File: src/rtl/parallel_to_serial.sv
// parallel_to_serial
//   Width down-converter. Each accepted 2*DATA_W word is sent out as two
//   DATA_W beats. By default the low half goes first, and o_last marks the
//   second beat. There is a valid/ready handshake on both sides, and
//   consecutive words stream with no idle cycle between them.
//
//   Optional macro P2S_MSB_FIRST_EN: when it is defined, the high half of
//   each word is emitted first. o_last still marks the second beat.
//
// Ports
//   clk      in   rising-edge clock
//   rst      in   asynchronous, active-high reset
//   i_data   in   2*DATA_W input word
//   i_valid  in   input word valid
//   i_ready  out  block can accept a word this cycle (combinational)
//   clear    in   synchronous flush of any held word
//   o_data   out  DATA_W output beat (registered)
//   o_valid  out  o_data valid (registered)
//   o_ready  in   downstream accepts the beat this cycle
//   o_last   out  high on the second beat of each word (registered)

module parallel_to_serial #(
  parameter int DATA_W = 32
) (
  input  logic                  clk,
  input  logic                  rst,
  input  logic [2*DATA_W-1:0]   i_data,
  input  logic                  i_valid,
  output logic                  i_ready,
  input  logic                  clear,
  output logic [DATA_W-1:0]     o_data,
  output logic                  o_valid,
  input  logic                  o_ready,
  output logic                  o_last
);

  typedef enum logic [1:0] {
    EMPTY  = 2'd0,
    FIRST  = 2'd1,
    SECOND = 2'd2
  } state_t;

  state_t                state;
  logic [2*DATA_W-1:0]   word_p0;
  logic                  accept;

  function automatic logic [DATA_W-1:0] first_half(input logic [2*DATA_W-1:0] w);
`ifdef P2S_MSB_FIRST_EN
    return w[2*DATA_W-1:DATA_W];
`else
    return w[DATA_W-1:0];
`endif
  endfunction

  function automatic logic [DATA_W-1:0] second_half(input logic [2*DATA_W-1:0] w);
`ifdef P2S_MSB_FIRST_EN
    return w[DATA_W-1:0];
`else
    return w[2*DATA_W-1:DATA_W];
`endif
  endfunction

  // A new word can be taken when nothing is held. It can also be taken while
  // the final beat is leaving, which is what removes the bubble between
  // consecutive words. The rst term keeps i_ready low for the whole reset
  // interval.
  assign i_ready = !rst && ((state == EMPTY) || ((state == SECOND) && o_ready));
  assign accept  = i_valid && i_ready;

  // Stage p0: capture the word and present its first half. Then step to the
  // second half when the first beat is taken.
  always_ff @(posedge clk or posedge rst) begin
    if (rst) begin
      state   <= EMPTY;
      word_p0 <= '0;
      o_data  <= '0;
      o_valid <= 1'b0;
      o_last  <= 1'b0;
    end else if (clear) begin
      // The flush wins over any simultaneous accept or beat transfer. The
      // held word is left in place, but it is never emitted.
      state   <= EMPTY;
      o_valid <= 1'b0;
      o_last  <= 1'b0;
    end else begin
      case (state)
        EMPTY: begin
          if (accept) begin
            word_p0 <= i_data;
            o_data  <= first_half(i_data);
            o_valid <= 1'b1;
            o_last  <= 1'b0;
            state   <= FIRST;
          end
        end
        FIRST: begin
          if (o_ready) begin
            o_data <= second_half(word_p0);
            o_last <= 1'b1;
            state  <= SECOND;
          end
        end
        SECOND: begin
          if (o_ready) begin
            if (accept) begin
              word_p0 <= i_data;
              o_data  <= first_half(i_data);
              o_valid <= 1'b1;
              o_last  <= 1'b0;
              state   <= FIRST;
            end else begin
              o_valid <= 1'b0;
              o_last  <= 1'b0;
              state   <= EMPTY;
            end
          end
        end
        default: begin
          // The unused encoding falls back to idle.
          o_valid <= 1'b0;
          o_last  <= 1'b0;
          state   <= EMPTY;
        end
      endcase
    end
  end

endmodule

File: config.mk
export PLATFORM = sky130hd
export DESIGN_NAME = parallel_to_serial
export DESIGN_NICKNAME = d
export VERILOG_FILES = /design/src/rtl/parallel_to_serial.sv
export SDC_FILE = /design/constraint.sdc
export NUM_CORES = 1
export LEC_CHECK = 0
export ABC_AREA = 1
export ABC_CLOCK_PERIOD_IN_PS = 4900
export BUFFER_PORTS_ARGS = -buffer_cell sky130_fd_sc_hd__buf_2
export CORE_AREA = 2 2 119 98
export CTS_CLUSTER_SIZE = 30
export DETAILED_ROUTE_END_ITERATION = 7
export DIE_AREA = 0 0 121 100
export HOLD_SLACK_MARGIN = 0.1
export SLEW_MARGIN = 40
export SYNTH_ARGS = -nofsm -noshare
export SYNTH_HDL_FRONTEND = slang
export SYNTH_SLANG_ARGS = --single-unit
export TNS_END_PERCENT = 30
File: constraint.sdc
create_clock -name clk -period 4.9 [get_ports clk]
set_input_delay 0.245 -clock clk [delete_from_list [all_inputs] [get_ports clk]]
set_output_delay 0.245 -clock clk [all_outputs]
set_load 0.03 [all_outputs]
# ---- Word level (Yosys, flattened, before mapping)
# Index checks and enable logic that the tools add are counted.
dict set report word_totals {
  register_bits 100
  out_inout_bits 35
}
dict set report classes {
  eq_ne 8
  mux 23
  n_bitwise 1
  n_reduce_logical 12
}
# op count
set ops {}
lappend ops {{$mux 64} 2}
lappend ops {{$pmux 64 s2} 1}
lappend ops {{$mux 32} 3}
lappend ops {{$pmux 32 s3} 1}
lappend ops {{$mux 1} 9}
lappend ops {{$ne 3x3->1 const B} 3}
lappend ops {{$reduce_and 3->1} 3}
lappend ops {{$mux 2} 4}
lappend ops {{$ne 2x2->1 const B} 3}
lappend ops {{$pmux 1 s3} 2}
lappend ops {{$pmux 2 s3} 1}
lappend ops {{$reduce_and 4->1} 1}
lappend ops {{$logic_and 1x1->1} 3}
lappend ops {{$reduce_bool 3->1} 1}
lappend ops {{$eq 2x1->1 const B} 1}
lappend ops {{$eq 2x2->1 const B} 1}
lappend ops {{$logic_not 2->1} 1}
lappend ops {{$reduce_bool 2->1} 1}
lappend ops {{$logic_not 1->1} 1}
lappend ops {{$logic_or 1x1->1} 1}
lappend ops {{$not 1->1} 1}

# ---- Logic depth before layout (Yosys ltp)
dict set report logic_depth {
  ltp_word 9
  depth_mapped 8
}

# ---- Worst setup path after synthesis
# OpenSTA, ideal clock, no wires.
dict set report synth_timing {
  path_kind {register to register}
  from {register, netlist name o_last}
  to {register word_p0[56]}
  setup_ns 0.126
  arrival_time_ns 1.251
  t_required_ns 4.774
  slack_ns 3.523
  stages_incl_launch_ff 7
  cell_sequence {dfrtp_1 -> nand2_1 -> nand3_2 -> nor2_2 -> buf_6 -> buf_6 -> o21ai_0}
}
# element line
set synth_lines {}
lappend synth_lines {{end signal: assignment} 89} ;# word_p0 <= i_data;
lappend synth_lines {{end signal: assignment} 106} ;# word_p0 <= i_data;
lappend synth_lines {{end: declaration} 44} ;# logic [2*DATA_W-1:0] word_p0;

==> summary.md <==
| Metric | Value |
|---|---|
| Final Cycle Share | `50.48%` |
| Post-CTS setup buffer count | `0` |
| DRT Pass-1 Iters | `4` |
| First-pass GRT wire length | `12,690 um` |
| Largest family of logic cells by synthesized area | `simple AND/OR/NAND/NOR gates` |
| RSZ-0062 raised after global routing | `false` |
| CTS buffer count | `9` |
| Cell with the most instances after synthesis | `nand2_1` |
| Antenna Nets Post-Route | `0` |
| Vias/cell | `4.339` |
| Post-synthesis compound-gate area fraction | `13.37%` |
| Clock share of power | `32.2%` |
| CTS H-Tree Depth | `3` |
| Final hold vios | `0` |
| Switching part of the total power | `34.20%` |
| Fin nets | `543` |
| Synthesis Warnings | `0` |
| Initial antenna violation count | `0` |
| RePlAce Congestion | `0.7596` |
| CTS tree | `yes` |
| Worst hold slack | `0.09571 ns` |
| Gate power share | `28.3%` |
| Commonest cells post-synth | `128 x nand2_1, 67 x dfrtp_1, 40 x inv_1` |
| # clock sinks | `67` |
| Mapped cell area | `0.003209 mm^2` |
| WS Path Type | `flip-flop to flip-flop` |
| PD cells | `472.5 mW/mm^2` |
| XOR/XNOR Fraction of Synth Area | `0%` |
| Worst stage delay on the critical path | `0.66 ns` |
| Top delay family on crit path | `simple AND/OR/NAND/NOR gates` |
| Placed wire-length estimate | `5439 um` |
| Avg Synthesized Cell Area | `8.446 um^2` |
| Setup crit end kind | `flip-flop` |
| Avg WL per Cell | `12.44 um` |
| DR iter-0 viols | `161` |
| Worst-path clk slew | `0.05 ns` |
| DR vias | `2,712` |
| Cells after Synth | `380` |
| Placed instance area | `0.003779 mm^2` |
| Total Neg Setup Slack | `0 ns` |
| Post-synth EDFFs | `0` |
| Slew Viols, Final | `0` |
| Port bufs | `103` |
| Count of cell types in the netlist | `17` |
| Sequential fraction of the synthesis area | `52.24%` |
| Simple-Gate Fraction of Synth Area | `24.21%` |
| Post-synthesis adder-cell area fraction | `0%` |
| Worst Path Arrival | `2.73 ns` |
| Synth top area share | `52.24%` |
| Switching power | `0.0006568 W` |
| Chip height | `100 um` |
| Post-synth net total | `449` |
| Gr usage total | `13.51%` |
| Post-CTS Hold Buffers | `0` |
| Startpoint Class | `flip-flop` |
| Root Driver | `clkbuf_16` |
| Asr flop ratio synth | `100.0%` |
| Leak Pwr | `2.186 nW` |
| Synth Flop Type | `dfrtp_1` |
| Post-CTS sizing | `0` |
| Worst VDD drop | `0.2008 mV` |
| CP Max Fanout | `68` |
| Worst-Margin Slew | `0.8082 ns` |
| Fin crit period | `2.473 ns` |
| #FFs+latches synth | `67` |
| Internal power | `0.001264 W` |
| Core area | `0.01108 mm^2` |
| Crit-path cells | `inv_1 -> nand2_4 -> nand2_2 -> nand2_2 -> nand2_1 -> nand2_1` |
| Clk_lat worst skew | `0.32 ns` |
| Status | `finished clean` |
| Die X | `121 um` |
| Pin count of the biggest net entering global routing | `69` |
| Fmax | `404.3 MHz` |
| Buffers & Inverters on Critical Path | `1` |
| # rows | `35` |
| Required @ worst endpoint | `5.15 ns` |
| DRC viols | `0` |
| Max_cap viols | `0` |
| Top post-synthesis cells by area | `dfrtp_1 52%, nand2_1 15%, o21ai_2 7.4%, o21ai_0 5.1%, nand3_1 5.0%` |
| Final setup violation count | `0` |
| Die area | `0.01210 mm^2` |
| Tot Pwr | `0.001921 W` |
| Hold Path Class | `primary input to asynchronous set/reset pin` |
| Slew HR | `45.99%` |
| Starting Density | `28.97%` |
| Sequential power share | `39.6%` |
| Final Skew | `0.005408 ns` |
| Mux cell area share after synthesis | `0%` |
| Final wirelength | `7777 um` |
| Num ports | `104` |
| Clk buf depth | `2` |
| Area growth from synthesis to layout | `26.67%` |
| Final Instance Area | `0.004065 mm^2` |
| Filler Cell Count | `1,151` |
| Synth area leader | `dfrtp_1` |
| Remaining Overflow, GRT | `0` |
| # diodes | `0` |
| Layout cells sized above 1 | `33.75%` |
| Vias in the first global route | `2,635` |
| Crit path max-delay cell type | `nand2_2` |
[sequential cells by signal, summed over array words and instances (netlist names)]
name     flops
o_data      32
o_last       1
state        1
word_p0     32
o_valid      1
[worst register-to-register path, stage by stage (launching register included)]
cell and delay (ns):
dfrtp_1 0.42, inv_1 0.10, nand2_4 0.44, nand2_2 0.54, nand2_2 0.66, nand2_1 0.13
nand2_1 0.10
[worst paths after layout]
path	from	endpoint	slack (ns)	cells past startpoint
setup / recovery	o_last$_DFFE_PP0P_	o_data[18]$_DFFE_PP0P_	2.43	6
hold / removal	rst	word_p0[60]$_DFFE_PP0P_	0.1	3
setup reg to reg	o_last$_DFFE_PP0P_	o_data[18]$_DFFE_PP0P_	2.43	6
hold reg to reg	o_data[12]$_DFFE_PP0P_	o_data[12]$_DFFE_PP0P_	0.47	2
max in group asynchronous	rst	o_data[20]$_DFFE_PP0P_	4.36	3
min in group clk	i_data[62]	word_p0[62]$_DFFE_PP0P_	0.13	3
[layer usage]
layer	GRT usage [%]	vias up	part of all wire [%]
met1	18.29	1242	46
met2	19.97	88	44
met5	0	-	0
met3	5.795	4	8.8
met4	3.309	0	0.51
li1	-	1378	-
[through the flow]
step	instances	setup slack, ns	util (%)
floorplan	380	2.972	-
global placement	610	2.126	33.92
detailed placement	611	2.397	34.11
CTS	625	2.364	36.66
global route	625	2.112	36.69
finish	625	2.427	36.69
[cell usage in the layout, fill, tap and decap left out]
| cell type | n |
|---|---|
| buf_2 | 103 |
| buf_4 | 1 |
| buf_6 | 1 |
| buf_8 | 1 |
| bufinv_16 | 1 |
| clkbuf_1 | 1 |
| clkbuf_16 | 9 |
| clkbuf_8 | 1 |
| clkinv_2 | 2 |
| dfrtp_1 | 67 |
| inv_1 | 39 |
| inv_2 | 1 |
| nand2_1 | 128 |
| nand2_2 | 9 |
| nand2_4 | 1 |
| nand3_1 | 32 |
| nand3_2 | 1 |
| nor2_1 | 8 |
| nor2_2 | 1 |
| nor2_4 | 2 |
| nor3_1 | 3 |
| o21ai_0 | 33 |
| o21ai_1 | 4 |
| o21ai_2 | 27 |
| o31ai_1 | 1 |
[kinds of logic after synthesis]
kind of cell           count (synthesis)
buffers and inverters                 63
and+or+nand+nor                      185
AOI/OAI and AO/OA                     65
DFF                                   67
[power by group through the flow]
| stage | logic (W) | registers, W | clock network [W] |
|---|---|---|---|
| floorplan | 0.000236 | 0.000912 | 0 |
| global placement | 0.000536 | 0.000766 | 0 |
| detailed placement | 0.000550 | 0.000769 | 0 |
| CTS | 0.000551 | 0.000762 | 0.000635 |
| global route | 0.000602 | 0.000776 | 0.000659 |
| finish | 0.000543 | 0.000760 | 0.000618 |
[final cells by class]
type / count / area (um^2) / area share [%]
Sequential cell: 67 / 1677 / 41.24
Multi-Input combinational cell: 250 / 1221 / 30.04
Timing Repair Buffer: 106 / 549.3 / 13.51
Clock buffer: 11 / 242.7 / 5.971
Tap cell: 148 / 185.2 / 4.555
Inverter: 40 / 150.1 / 3.693
Clock inverter: 3 / 40.04 / 0.9849
No activity file was read; power rests on OpenSTA's default activity.
